File: src/rtl/mmio_uart_tx.sv
// Memory-mapped 8N1 UART transmitter: CPU stores to DATA feed a small byte FIFO,
// an FSM serializes the bytes on tx, and STATUS reports FIFO/line state for polling.
module mmio_uart_tx #(
  parameter logic [31:0] BASE_ADDR    = 32'hFFFF_0000,
  parameter int          CLKS_PER_BIT = 434,
  parameter int          FIFO_DEPTH   = 4
) (
  input  logic        CLOCK_50,
  input  logic        rst,
  input  logic [31:0] address,
  input  logic [31:0] wr_data,
  input  logic        Wr_en,
  output logic [31:0] rd_data,
  output logic        tx,
  output logic        busy
);

  localparam int BW = (CLKS_PER_BIT > 1) ? $clog2(CLKS_PER_BIT) : 1;
  localparam int PW = (FIFO_DEPTH > 1) ? $clog2(FIFO_DEPTH) : 1;
  localparam int CW = PW + 1;

  localparam logic [BW-1:0] BAUD_LAST = BW'(CLKS_PER_BIT - 1);
  localparam logic [BW-1:0] BAUD_ONE  = BW'(1);
  localparam logic [PW-1:0] PTR_ONE   = PW'(1);
  localparam logic [CW-1:0] CNT_ONE   = CW'(1);
  localparam logic [CW-1:0] CNT_FULL  = CW'(FIFO_DEPTH);
  localparam logic [31:0]   STAT_ADDR = BASE_ADDR + 32'd4;

  typedef enum logic [1:0] {
    S_IDLE,
    S_START,
    S_DATA,
    S_STOP
  } state_t;

  state_t         state, state_next;
  logic [BW-1:0]  baud_cnt, baud_next;
  logic [2:0]     bit_idx, bit_next;
  logic [7:0]     shift, shift_next;
  logic           tx_next;

  logic [7:0]     fifo_mem [FIFO_DEPTH];
  logic [PW-1:0]  wr_ptr, rd_ptr;
  logic [CW-1:0]  count, count_next;
  logic           overflow;

  logic sel_data, sel_stat;
  logic full, empty;
  logic baud_done;
  logic wr_hit, push, pop, drop;
  logic unused_wr_bits;

  assign sel_data  = (address == BASE_ADDR);
  assign sel_stat  = (address == STAT_ADDR);
  assign full      = (count == CNT_FULL);
  assign empty     = (count == '0);
  assign baud_done = (baud_cnt == BAUD_LAST);
  assign busy      = (state != S_IDLE) || !empty;

  // Only the low byte of a store is transmitted.
  assign unused_wr_bits = ^wr_data[31:8];

  // A pop in the same cycle frees a slot, so a push into a full FIFO is still accepted.
  assign wr_hit = Wr_en && sel_data;
  assign push   = wr_hit && (!full || pop);
  assign drop   = wr_hit && full && !pop;

  // NOTE: every signal assigned in this block gets a default first, so no path
  // leaves a value unassigned and no latch is inferred.
  always_comb begin
    state_next = state;
    baud_next  = baud_cnt;
    bit_next   = bit_idx;
    shift_next = shift;
    tx_next    = tx;
    pop        = 1'b0;

    case (state)
      S_IDLE: begin
        tx_next   = 1'b1;
        baud_next = '0;
        if (!empty) begin
          pop        = 1'b1;
          shift_next = fifo_mem[rd_ptr];
          state_next = S_START;
          tx_next    = 1'b0;
        end
      end

      S_START: begin
        if (baud_done) begin
          baud_next  = '0;
          bit_next   = '0;
          state_next = S_DATA;
          tx_next    = shift[0];
        end else begin
          baud_next = baud_cnt + BAUD_ONE;
        end
      end

      S_DATA: begin
        if (baud_done) begin
          baud_next = '0;
          if (bit_idx == 3'd7) begin
            state_next = S_STOP;
            tx_next    = 1'b1;
          end else begin
            bit_next   = bit_idx + 3'd1;
            shift_next = {1'b0, shift[7:1]};
            tx_next    = shift[1];
          end
        end else begin
          baud_next = baud_cnt + BAUD_ONE;
        end
      end

      S_STOP: begin
        if (baud_done) begin
          baud_next = '0;
          // Chain straight into the next start bit when more bytes are queued.
          if (!empty) begin
            pop        = 1'b1;
            shift_next = fifo_mem[rd_ptr];
            state_next = S_START;
            tx_next    = 1'b0;
          end else begin
            state_next = S_IDLE;
            tx_next    = 1'b1;
          end
        end else begin
          baud_next = baud_cnt + BAUD_ONE;
        end
      end

      default: begin
        state_next = S_IDLE;
        tx_next    = 1'b1;
      end
    endcase
  end

  always_comb begin
    count_next = count;
    case ({push, pop})
      2'b10:   count_next = count + CNT_ONE;
      2'b01:   count_next = count - CNT_ONE;
      default: count_next = count;
    endcase
  end

  // NOTE: sequential state is updated with non-blocking assignments so every
  // register samples the pre-edge values regardless of statement order.
  always_ff @(posedge CLOCK_50) begin
    if (rst) begin
      state    <= S_IDLE;
      baud_cnt <= '0;
      bit_idx  <= '0;
      shift    <= '0;
      tx       <= 1'b1;
      wr_ptr   <= '0;
      rd_ptr   <= '0;
      count    <= '0;
      overflow <= 1'b0;
    end else begin
      state    <= state_next;
      baud_cnt <= baud_next;
      bit_idx  <= bit_next;
      shift    <= shift_next;
      tx       <= tx_next;
      count    <= count_next;
      if (push) wr_ptr <= wr_ptr + PTR_ONE;
      if (pop)  rd_ptr <= rd_ptr + PTR_ONE;
      if (Wr_en && sel_stat) begin
        overflow <= 1'b0;
      end else if (drop) begin
        overflow <= 1'b1;
      end
    end
  end

  // NOTE: the FIFO storage has no reset; entries are only read after being
  // written, and clearing the pointers and count empties the FIFO logically.
  always_ff @(posedge CLOCK_50) begin
    if (!rst && push) begin
      fifo_mem[wr_ptr] <= wr_data[7:0];
    end
  end

  always_comb begin
    rd_data = '0;
    if (sel_stat) begin
      rd_data = {24'h0, 4'(count), overflow, busy, empty, full};
    end
  end

endmodule

File: config.mk
export PLATFORM = sky130hd
export DESIGN_NAME = mmio_uart_tx
export DESIGN_NICKNAME = d
export VERILOG_FILES = /design/src/rtl/mmio_uart_tx.sv
export SDC_FILE = /design/constraint.sdc
export NUM_CORES = 1
export LEC_CHECK = 0
export BUFFER_PORTS_ARGS = -buffer_cell sky130_fd_sc_hd__buf_2
export CELL_PAD_IN_SITES_DETAIL_PLACEMENT = 1
export CELL_PAD_IN_SITES_GLOBAL_PLACEMENT = 1
export CORE_UTILIZATION = 36
export DETAILED_ROUTE_END_ITERATION = 12
export PLACE_DENSITY_LB_ADDON = 0.25
export SYNTH_ARGS = -nofsm -noshare
export SYNTH_HDL_FRONTEND = slang
export SYNTH_SLANG_ARGS = --single-unit
File: constraint.sdc
create_clock -name CLOCK_50 -period 2.51 [get_ports CLOCK_50]
set_input_delay 0.502 -clock CLOCK_50 [delete_from_list [all_inputs] [get_ports CLOCK_50]]
set_output_delay 0.502 -clock CLOCK_50 [all_outputs]
set_load 0.02 [all_outputs]
== Yosys cells after proc, flatten, opt, wreduce, memory -nomap -nowiden ==
Memories as Yosys holds them, arrays and structs flattened. A register that Yosys moved wholly into a read port is not among the register bits.
Index checks and enable logic that the tools add are counted.

* Bits in registers: 31
* Output and inout port bits: 34
* Latch bits: 0
* Logic and storage cells: 89
* Memories: 1
* Memory bits (read-only): 0
* Memory bits (writable): 32

* Divide/modulo/power cells: 0
* Magnitude comparators: 0
* Shift operators: 0
* Multiplexer cells: 33
* Equality and inequality tests: 16
* $add $sub $neg: 6
* Bitwise operators: 0
* Multiply operators: 0
* Reduce and logical (&&, ||, !) cells: 24

{| class="wikitable"
|+ Memories
! memory !! depth !! bits a word !! rd ports !! clocked after memory_dff !! wr ports !! line !! source
|-
| fifo_mem || 4 || 8 || 1 || 1 || 1 || 42 || <nowiki>logic [7:0] fifo_mem [FIFO_DEPTH];</nowiki>
|}

{| class="wikitable"
|+ Operators with widths
! operator !! number
|-
| == test 32 bit (second input constant) || 2
|-
| two-way mux 8 bit || 4
|-
| case mux 8 bit (3 select lines) || 1
|-
| case mux 9 bit (2 select lines) || 1
|-
| two-way mux 2 bit || 7
|-
| != test 2 bit (second input constant) || 6
|-
| case mux 3 bit (2 select lines) || 2
|-
| two-way mux 1 bit || 10
|-
| adder 9 x 1 -> 9 bit (second input constant) || 1
|-
| == test 9 bit (second input constant) || 1
|-
| two-way mux 3 bit || 3
|-
| two-way mux 9 bit || 1
|-
| case mux 2 bit (4 select lines) || 1
|-
| AND reduction 4 bit || 2
|-
| two-way mux 7 bit || 1
|-
| adder 3 x 1 -> 3 bit (second input constant) || 2
|-
| == test 2 bit (second input constant) || 3
|-
| == test 3 bit (second input constant) || 2
|-
| logical AND 1 bit || 6
|-
| nonzero test 2 bit || 3
|-
| AND reduction 5 bit || 1
|-
| adder 2 x 1 -> 2 bit (second input constant) || 2
|-
| == test 2 x 1 -> 1 bit (second input constant) || 2
|-
| logical NOT 1 bit || 4
|-
| 10 further kinds || 11
|}

== Depth between registers and ports, before layout ==
Gate-level depths: netlist of run 1.

* Depth after elaboration: 9
* Gate-level depth with buffers: 10

== Least setup slack after synthesis of run 1 ==
No wires, ideal clock.

* Path type: register to register
* Start: reg state[0]
* End: reg count[2]
* Buffers on the path: 0
* Stages on the path, launching flop included: 10
* Data arrival time: 2428 ps
* Required time: 2387 ps
* Setup slack: -41 ps
* Cell sequence: dfxtp_1 -> inv_1 -> ha_1 -> nor2_1 -> and2_4 -> nand2_1 -> fa_1 -> a211o_1 -> mux2i_1 -> mux2_1

* Cells in the longest elaborated chain, start to end: 6

{| class="wikitable"
|+ Ends and longest elaborated chain
! item !! line !! source
|-
| start, declared || 36 || <nowiki>state_t state, state_next;</nowiki>
|-
| start signal, assigned || 165 || <nowiki>state <= state_next;</nowiki>
|-
| == test 2 bit or logical NOT 2 bit (tied branches) || 78 || <nowiki>case (state)</nowiki>
|-
| case mux 1 bit (2 select lines) (*) || 78 ||
|-
| logical OR 1 bit || 65 || <nowiki>assign push = wr_hit && (!full || pop);</nowiki>
|-
| logical AND 1 bit || 65 ||
|-
| == test 2 x 1 -> 1 bit or == test 2 bit (tied branches) || 144 || <nowiki>case ({push, pop})</nowiki>
|-
| case mux 3 bit (2 select lines) or nonzero test 2 bit (tied branches) || n/a ||
|-
| end signal, assigned || 170 || <nowiki>count <= count_next;</nowiki>
|-
| end, declared || 44 || <nowiki>logic [CW-1:0] count, count_next;</nowiki>
|}

Mark *: on every way between the ends. The rest lies on a longest branch, timed or not.
A chain may end at the register's enable or synchronous reset.

== Worst setup path in the final report of run 1 ==
* Start: reg baud_cnt[1]
* End: reg count[2]

* Cells in the longest elaborated chain, start to end: 7

{| class="wikitable"
|+ Ends and longest elaborated chain
! item !! line !! source
|-
| start, declared || 37 || <nowiki>logic [BW-1:0] baud_cnt, baud_next;</nowiki>
|-
| start signal, assigned || 166 || <nowiki>baud_cnt <= baud_next;</nowiki>
|-
| == test 9 bit (*) || 57 || <nowiki>assign baud_done = (baud_cnt == BAUD_LAST);</nowiki>
|-
| two-way mux 1 bit (*) || 118 || <nowiki>if (baud_done) begin</nowiki>
|-
| case mux 1 bit (2 select lines) (*) || 78 ||
|-
| logical OR 1 bit || 65 ||
|-
| logical AND 1 bit || 65 ||
|-
| == test 2 x 1 -> 1 bit or == test 2 bit (tied branches) || 144 ||
|-
| case mux 3 bit (2 select lines) or nonzero test 2 bit (tied branches) || n/a ||
|}

Marked as above.

==> run metrics, run 1 <==
post-placement cell count 454; Slew HR 61.6%; ys flop type dfxtp_1; Crit path largest cell delay 0.34 ns; Psw 1280 uW; most frequent cells in the layout 51 x buf_2, 32 x edfxtp_1, 31 x dfxtp_1; worst slew pin tran 0.575 ns; starting density of the core 37.5%; clock-pin slew on the worst setup and hold paths 0.07 ns; total power 3770 uW; Internal 2490 uW; max-cap violation count 0; Comb power frac 36.6%; non-filler cells, final 471; skew final 0.0110 ns; Reg2Reg Setup Slack 0.15 ns; DR DRC count 0; # setup viols final 0; HPWL Detailed 4950 um; required time of the critical path 2.73 ns; CTS tree done; P_leak 0.00162 uW; number of diodes 0; drt pass-1 iters 4; initial antenna violation count 0; # nets final 439; Fin. Hold Viols 0; sw frac 33.9%; Detailed Route Iter0 Violations 44; Vias 2284; mean cell area of the mapped netlist 11.6 sq um; sequential share of the synthesized area 49.4%; synthesized area 0.00329 sq mm; CTS sink count 65; number of synthesized flops with an enable pin 32; Flop pwr share 36.1%; Die ar. 0.00951 sq mm; layout cells sized above 1 31.7%; utilization after layout 45.6%; vias in the first global route 2297; P&R area growth vs syn 21.6%; setup ws final 0.153 ns; slowest stage cell on the critical path fa_2; GRT Util Overall 15.1%; Clk Latency, worst-skew pair 0.34 ns; post-layout min period 2.36 ns; startpoint type of the worst setup path flip-flop; largest net degree at the start of global routing 18; port bufs 51; Die Wd 97.5 um; Slew Limit Fails 0; H-tree depth 3; Synth cell types 53; CP arrival 2.58 ns; Clock Power Share 27.3%; CP max FO 3; Die H 97.5 um; Post-Route WL 6790 um; DR WL/cell 14.4 um; crit path kind flip-flop to flip-flop; Fillers 968; clk buf depth 2; CP Capture Type flip-flop; Seq cells post-synth 65; post-DR vias/cell 4.85; most common cell after layout, fill and taps aside buf_2; worst vdd ir 0.394 mV; Core Area 0.00876 sq mm; Place WS 0.000237 ns; Antenna Violating Nets Remaining 0; total gr overflow 0; number of top-level pins 101; CP cell instances inv_1 -> ha_2 -> nand4bb_4 -> o31ai_4 -> and2_4 -> nand2_1 -> fa_2 -> a211o_1 -> mux2i_1 -> mux2_1; std cell rows 34; first-pass GRT wire length 11200 um; fmax 424 MHz; outcome completed; Mapped Cells 284; Pwr Density 942 mW/mm^2; Hold WC Path Type input pin to flip-flop; CTS buffer count 9; warnings from Yosys 0; routability cong. 0.777; Hold Buf Count CTS 0; ys async rst share 0%; clk root buf clkbuf_8; Period Utilization, post-route 93.9%
cells in the mapped netlist, types with 4 or more instances:
master,count,area [sq um]
dfxtp_1,33,661
edfxtp_1,32,961
nor2_1,31,116
buf_4,25,188
a21oi_1,18,90.1
ha_1,13,163
inv_1,12,45.0
a311oi_1,9,78.8
mux2i_1,9,90.1
mux4_2,8,180
nand3_1,8,40.0
nand2_1,6,22.5
and2_1,5,31.3
and3_1,5,31.3
clkbuf_1,5,18.8
nor4_1,5,31.3
o21ai_0,5,25.0
xnor2_1,5,43.8
nand4_1,4,25.0
or3_1,4,25.0
through the flow:
stage	hold slack (ns)	cell area, sq um	setup TNS [ns]
after global routing	0.351	4000	-0.00392
after floorplan	0.430	3380	0
after global placement	0.459	3740	0
final	0.377	4000	0
after detailed placement	0.469	3740	0
after CTS	0.358	3980	0
routing by layer:
metal | track usage (%) | wire length, um | vias to the layer above
met5 | 0 | 0 | -
met2 | 24.2 | 3370 | 44
met1 | 19.6 | 3140 | 1095
li1 | - | - | 1139
met3 | 3.74 | 211 | 6
met4 | 5.77 | 76 | 0
flip-flops by register name, indices dropped and copies added, names as in the netlist, named ones only:
register	flops
wr_ptr	2
rd_ptr	2
fifo_mem	32
count	3
bit_idx	3
state	2
tx	1
overflow	1
baud_cnt	9
shift	8
cells by family after synthesis:
group                      after synthesis  synth area share (%)
DFF                                     65                  49.4
xor gates and xnor gates                 8                  2.13
buffers and inverters                   46                  8.42
AOI/OAI and AO/OA                       46                  9.71
muxes                                   21                  10.2
other                                    1                 0.114
adders and majority gates               14                  5.56
and+or+nand+nor                         83                  14.5
cell type report:
type                            instances  area [sq um]  area share [%]
Sequential cell                        65          1620            40.6
Timing Repair Buffer                   73           470            11.8
Tap cell                              108           135            3.38
Inverter                               12          45.0            1.13
Clock inverter                          5          85.1            2.13
Multi-Input combinational cell        197          1490            37.2
Clock buffer                           11           151            3.79
power groups by stage:
stage | Clock, uW | Combinational, uW | Sequential (uW)
3_5_place_dp | 0 | 1360 | 1380
6_report | 1030 | 1380 | 1360
5_1_grt | 1110 | 1540 | 1380
2_1_floorplan | 0 | 1080 | 1330
4_1_cts | 1070 | 1370 | 1360
3_3_place_gp | 0 | 1330 | 1380
timing repair:
item | in CTS | in global routing
endpoints found under the setup margin | 0 | 1
resized for setup | 0 | 4
setup buffers | 0 | 1
worst paths after layout:
path / depth (start not counted) / startpoint / endpoint
max: 10 / baud_cnt[1] / count[2]
min: 1 / wr_data[7] / fifo_mem[0][7]
max reg2reg: 10 / baud_cnt[1] / count[2]
min reg2reg: 2 / bit_idx[2] / bit_idx[2]
critical path, delay by kind of cell, from the launching register on:
family | cells | cell delay (ns)
adder cells (fa/ha/maj) | 2 | 0.52
multiplexers | 2 | 0.48
AO/OA/AOI/OAI | 2 | 0.46
AND/OR/NAND/NOR | 3 | 0.39
flip-flops | 1 | 0.33
buffers and inverters | 1 | 0.05
Note: power is estimated with default switching activity, not from simulation.
==> inputs of run 2 (changes only) <==
==> config.mk (replaced) <==
export PLATFORM = sky130hd
export DESIGN_NAME = mmio_uart_tx
export DESIGN_NICKNAME = d
export VERILOG_FILES = /design/src/rtl/mmio_uart_tx.sv
export SDC_FILE = /design/constraint.sdc
export NUM_CORES = 1
export LEC_CHECK = 0
export ABC_AREA = 1
export BUFFER_PORTS_ARGS = -buffer_cell sky130_fd_sc_hd__buf_2
export CELL_PAD_IN_SITES_DETAIL_PLACEMENT = 1
export CELL_PAD_IN_SITES_GLOBAL_PLACEMENT = 2
export CORE_UTILIZATION = 27
export DETAILED_ROUTE_END_ITERATION = 12
export PLACE_DENSITY = 0.82
export SYNTH_ARGS = -nofsm -noshare
export SYNTH_HDL_FRONTEND = slang
export SYNTH_SLANG_ARGS = --single-unit
==> run 2 against run 1 <==
Sequential power decreased by 7%. Core utilization decreased by 12 points. Synthesized area increased by 2.2%. Sequential cell count unchanged. Die area increased by 35%. Global-route usage decreased by 2.5 points. Fmax increased by 4.8%. Synthesized cell count increased by 35%. Hold slack improved by 0.011 ns.
==> run metrics, run 2 <==
Slew Limit Fails 0; layout cells sized above 1 24.2%; FF-to-FF path depth 13; worst setup path end count[2]; fmax 445 MHz; final setup TNS 0 ns; Hold Buf Count CTS 0; outcome completed; P_leak 0.00165 uW; # nets final 527; critical path's most frequent cell inv_1; Clk Latency, worst-skew pair 0.33 ns; HPWL Detailed 5560 um; post-CTS resize count 0; sequential share of the synthesized area 48.3%; GRT Util Overall 12.6%; Period Utilization, post-route 89.6%; clk root buf clkbuf_16; CP Capture Type flip-flop; ys async rst share 0%; top cells by count, synth 68 x nor2_1, 44 x nand2_1, 37 x inv_1; Post CTS Setup Buffer Count 0; warnings from Yosys 0; non-filler cells, final 619; Pwr Density 866 mW/mm^2; skew final 0.00900 ns; Seq cells post-synth 65; max reg flops 32; Antenna Violating Nets Remaining 0; Synth cell types 38; CP cell instances inv_1 -> ha_1 -> inv_1 -> nand2_1 -> nor2_2 -> nor2_4 -> inv_2 -> nand2_4 -> fa_1 -> inv_1 -> nand4_1 -> a21oi_1 -> nor2_1; number of top-level pins 101; post-DR vias/cell 4.20; Vias 2601; DR DRC count 0; most frequent cells in the layout 68 x nor2_1, 51 x buf_2, 44 x nand2_1; worst reg2reg path startpoint state[0]; post-layout min period 2.25 ns; initial antenna violation count 0; clock-pin slew on the worst setup and hold paths 0.06 ns; CTS sink count 65; std cell rows 40; CP max FO 6; worst vdd ir 0.353 mV; area occupied by multi-input gates 0.00144 sq mm; Crit path largest cell delay 0.39 ns; hold depth 1; Largest Register fifo_mem; vias in the first global route 2708; ys flop type dfxtp_1; Post-Route WL 7370 um; number of synthesized flops with an enable pin 32; crit path kind flip-flop to flip-flop; routability cong. 0.782; number of diodes 0; port bufs 51; crit path from state[0]; Fin. Hold Viols 0; largest registers fifo_mem: 32 flops, baud_cnt: 9 flops, shift: 8 flops; Die H 114 um; Die Wd 114 um; top-count cell post-synth nor2_1; max-cap violation count 0; WP buf/inv 4; Hold WC Path Type input pin to flip-flop; Core Area 0.0121 sq mm; drt pass-1 iters 4; CTS tree done; total power 3510 uW; CP delay by family, top adder cells; first-pass GRT wire length 12600 um; Die ar. 0.0129 sq mm; largest net degree at the start of global routing 17; Yosys top cell area share 28.6%; worst hold slack 0.388 ns; critical path depth 13; most common cell after layout, fill and taps aside nor2_1; P&R area growth vs syn 20.7%; H-tree depth 3; sequential cell area 0.00162 sq mm; unrepaired setup endpoints after global routing no; Synth area leaders edfxtp_1 29%, dfxtp_1 20%, nor2_1 7.6%; post-synth top area cell edfxtp_1; Reg2Reg Setup Slack 0.26 ns; required time of the critical path 2.74 ns; startpoint type of the worst setup path flip-flop; DR WL/cell 11.9 um; # setup viols final 0; CP arrival 2.48 ns; synthesized area 0.00336 sq mm; CTS buffer count 9; Fillers 1430; total gr overflow 0; Detailed Route Iter0 Violations 52; clk buf depth 2; slowest stage cell on the critical path fa_1; mean cell area of the mapped netlist 8.75 sq um; starting density of the core 27.8%; Mapped Cells 384; reg-to-reg endpoint count[2]; post-placement cell count 603
## run 2: worst register-to-register path, cell delays in order (launching register included)
cell and delay [ns]:
dfxtp_2 0.37, inv_1 0.09, ha_1 0.31, inv_1 0.10
nand2_1 0.10, nor2_2 0.13, nor2_4 0.08, inv_2 0.09
nand2_4 0.06, fa_1 0.39, inv_1 0.08, nand4_1 0.12
a21oi_1 0.17, nor2_1 0.06
## run 2: worst min path at each step
stage,from,endpoint,slack [ns]
2_1_floorplan,shift[3],shift[3],0.43
3_3_place_gp,shift[3],shift[3],0.44
3_5_place_dp,shift[4],shift[4],0.45
4_1_cts,wr_data[3],fifo_mem[3][3],0.38
5_1_grt,wr_data[6],fifo_mem[0][6],0.38
6_report,wr_data[4],fifo_mem[0][4],0.39
## run 2: metal layers
layer  wire length, um  track usage (%)  vias up
met5                 0                0        -
met4                90             5.09        0
met3               215             2.92        6
met2              3610             21.6       44
met1              3450             15.2     1207
li1                  -                -     1344
## run 2: layout make-up
type	count	area share, %
flip-flops and latches	65	40.0
multi-input cells	269	35.5
repair buffers	58	7.59
clock buffers	9	5.56
well taps	168	5.19
inverters	43	4.10
clock inverters	7	2.07
## run 2: cell families (layout without fill, tap and decap cells)
family	after synthesis	after routing	synth area share [%]
other cells	1	25	0.112
xor+xnor	1	1	0.261
simple gates	158	158	22.2
buf+inv	74	117	11.6
compound gates	71	71	12.1
flops	65	65	48.3
fa+ha+maj	14	14	5.44
## run 2: report_power, final
group	total, uW	internal [uW]	switching [uW]
Sequential	1270	1210	62.4
Clock	1290	789	505
Combinational	949	309	640
Total	3510	2300	1210
## run 2: metrics by stage
step | instance area (sq um) | utilization (%) | setup WS (ns)
floorplan | 3450 | - | 0.344
global placement | 3740 | 31.0 | 0.242
detailed placement | 3740 | 31.0 | 0.168
CTS | 4050 | 33.6 | 0.159
global route | 4050 | 33.6 | 0.0546
finish | 4050 | 33.6 | 0.261
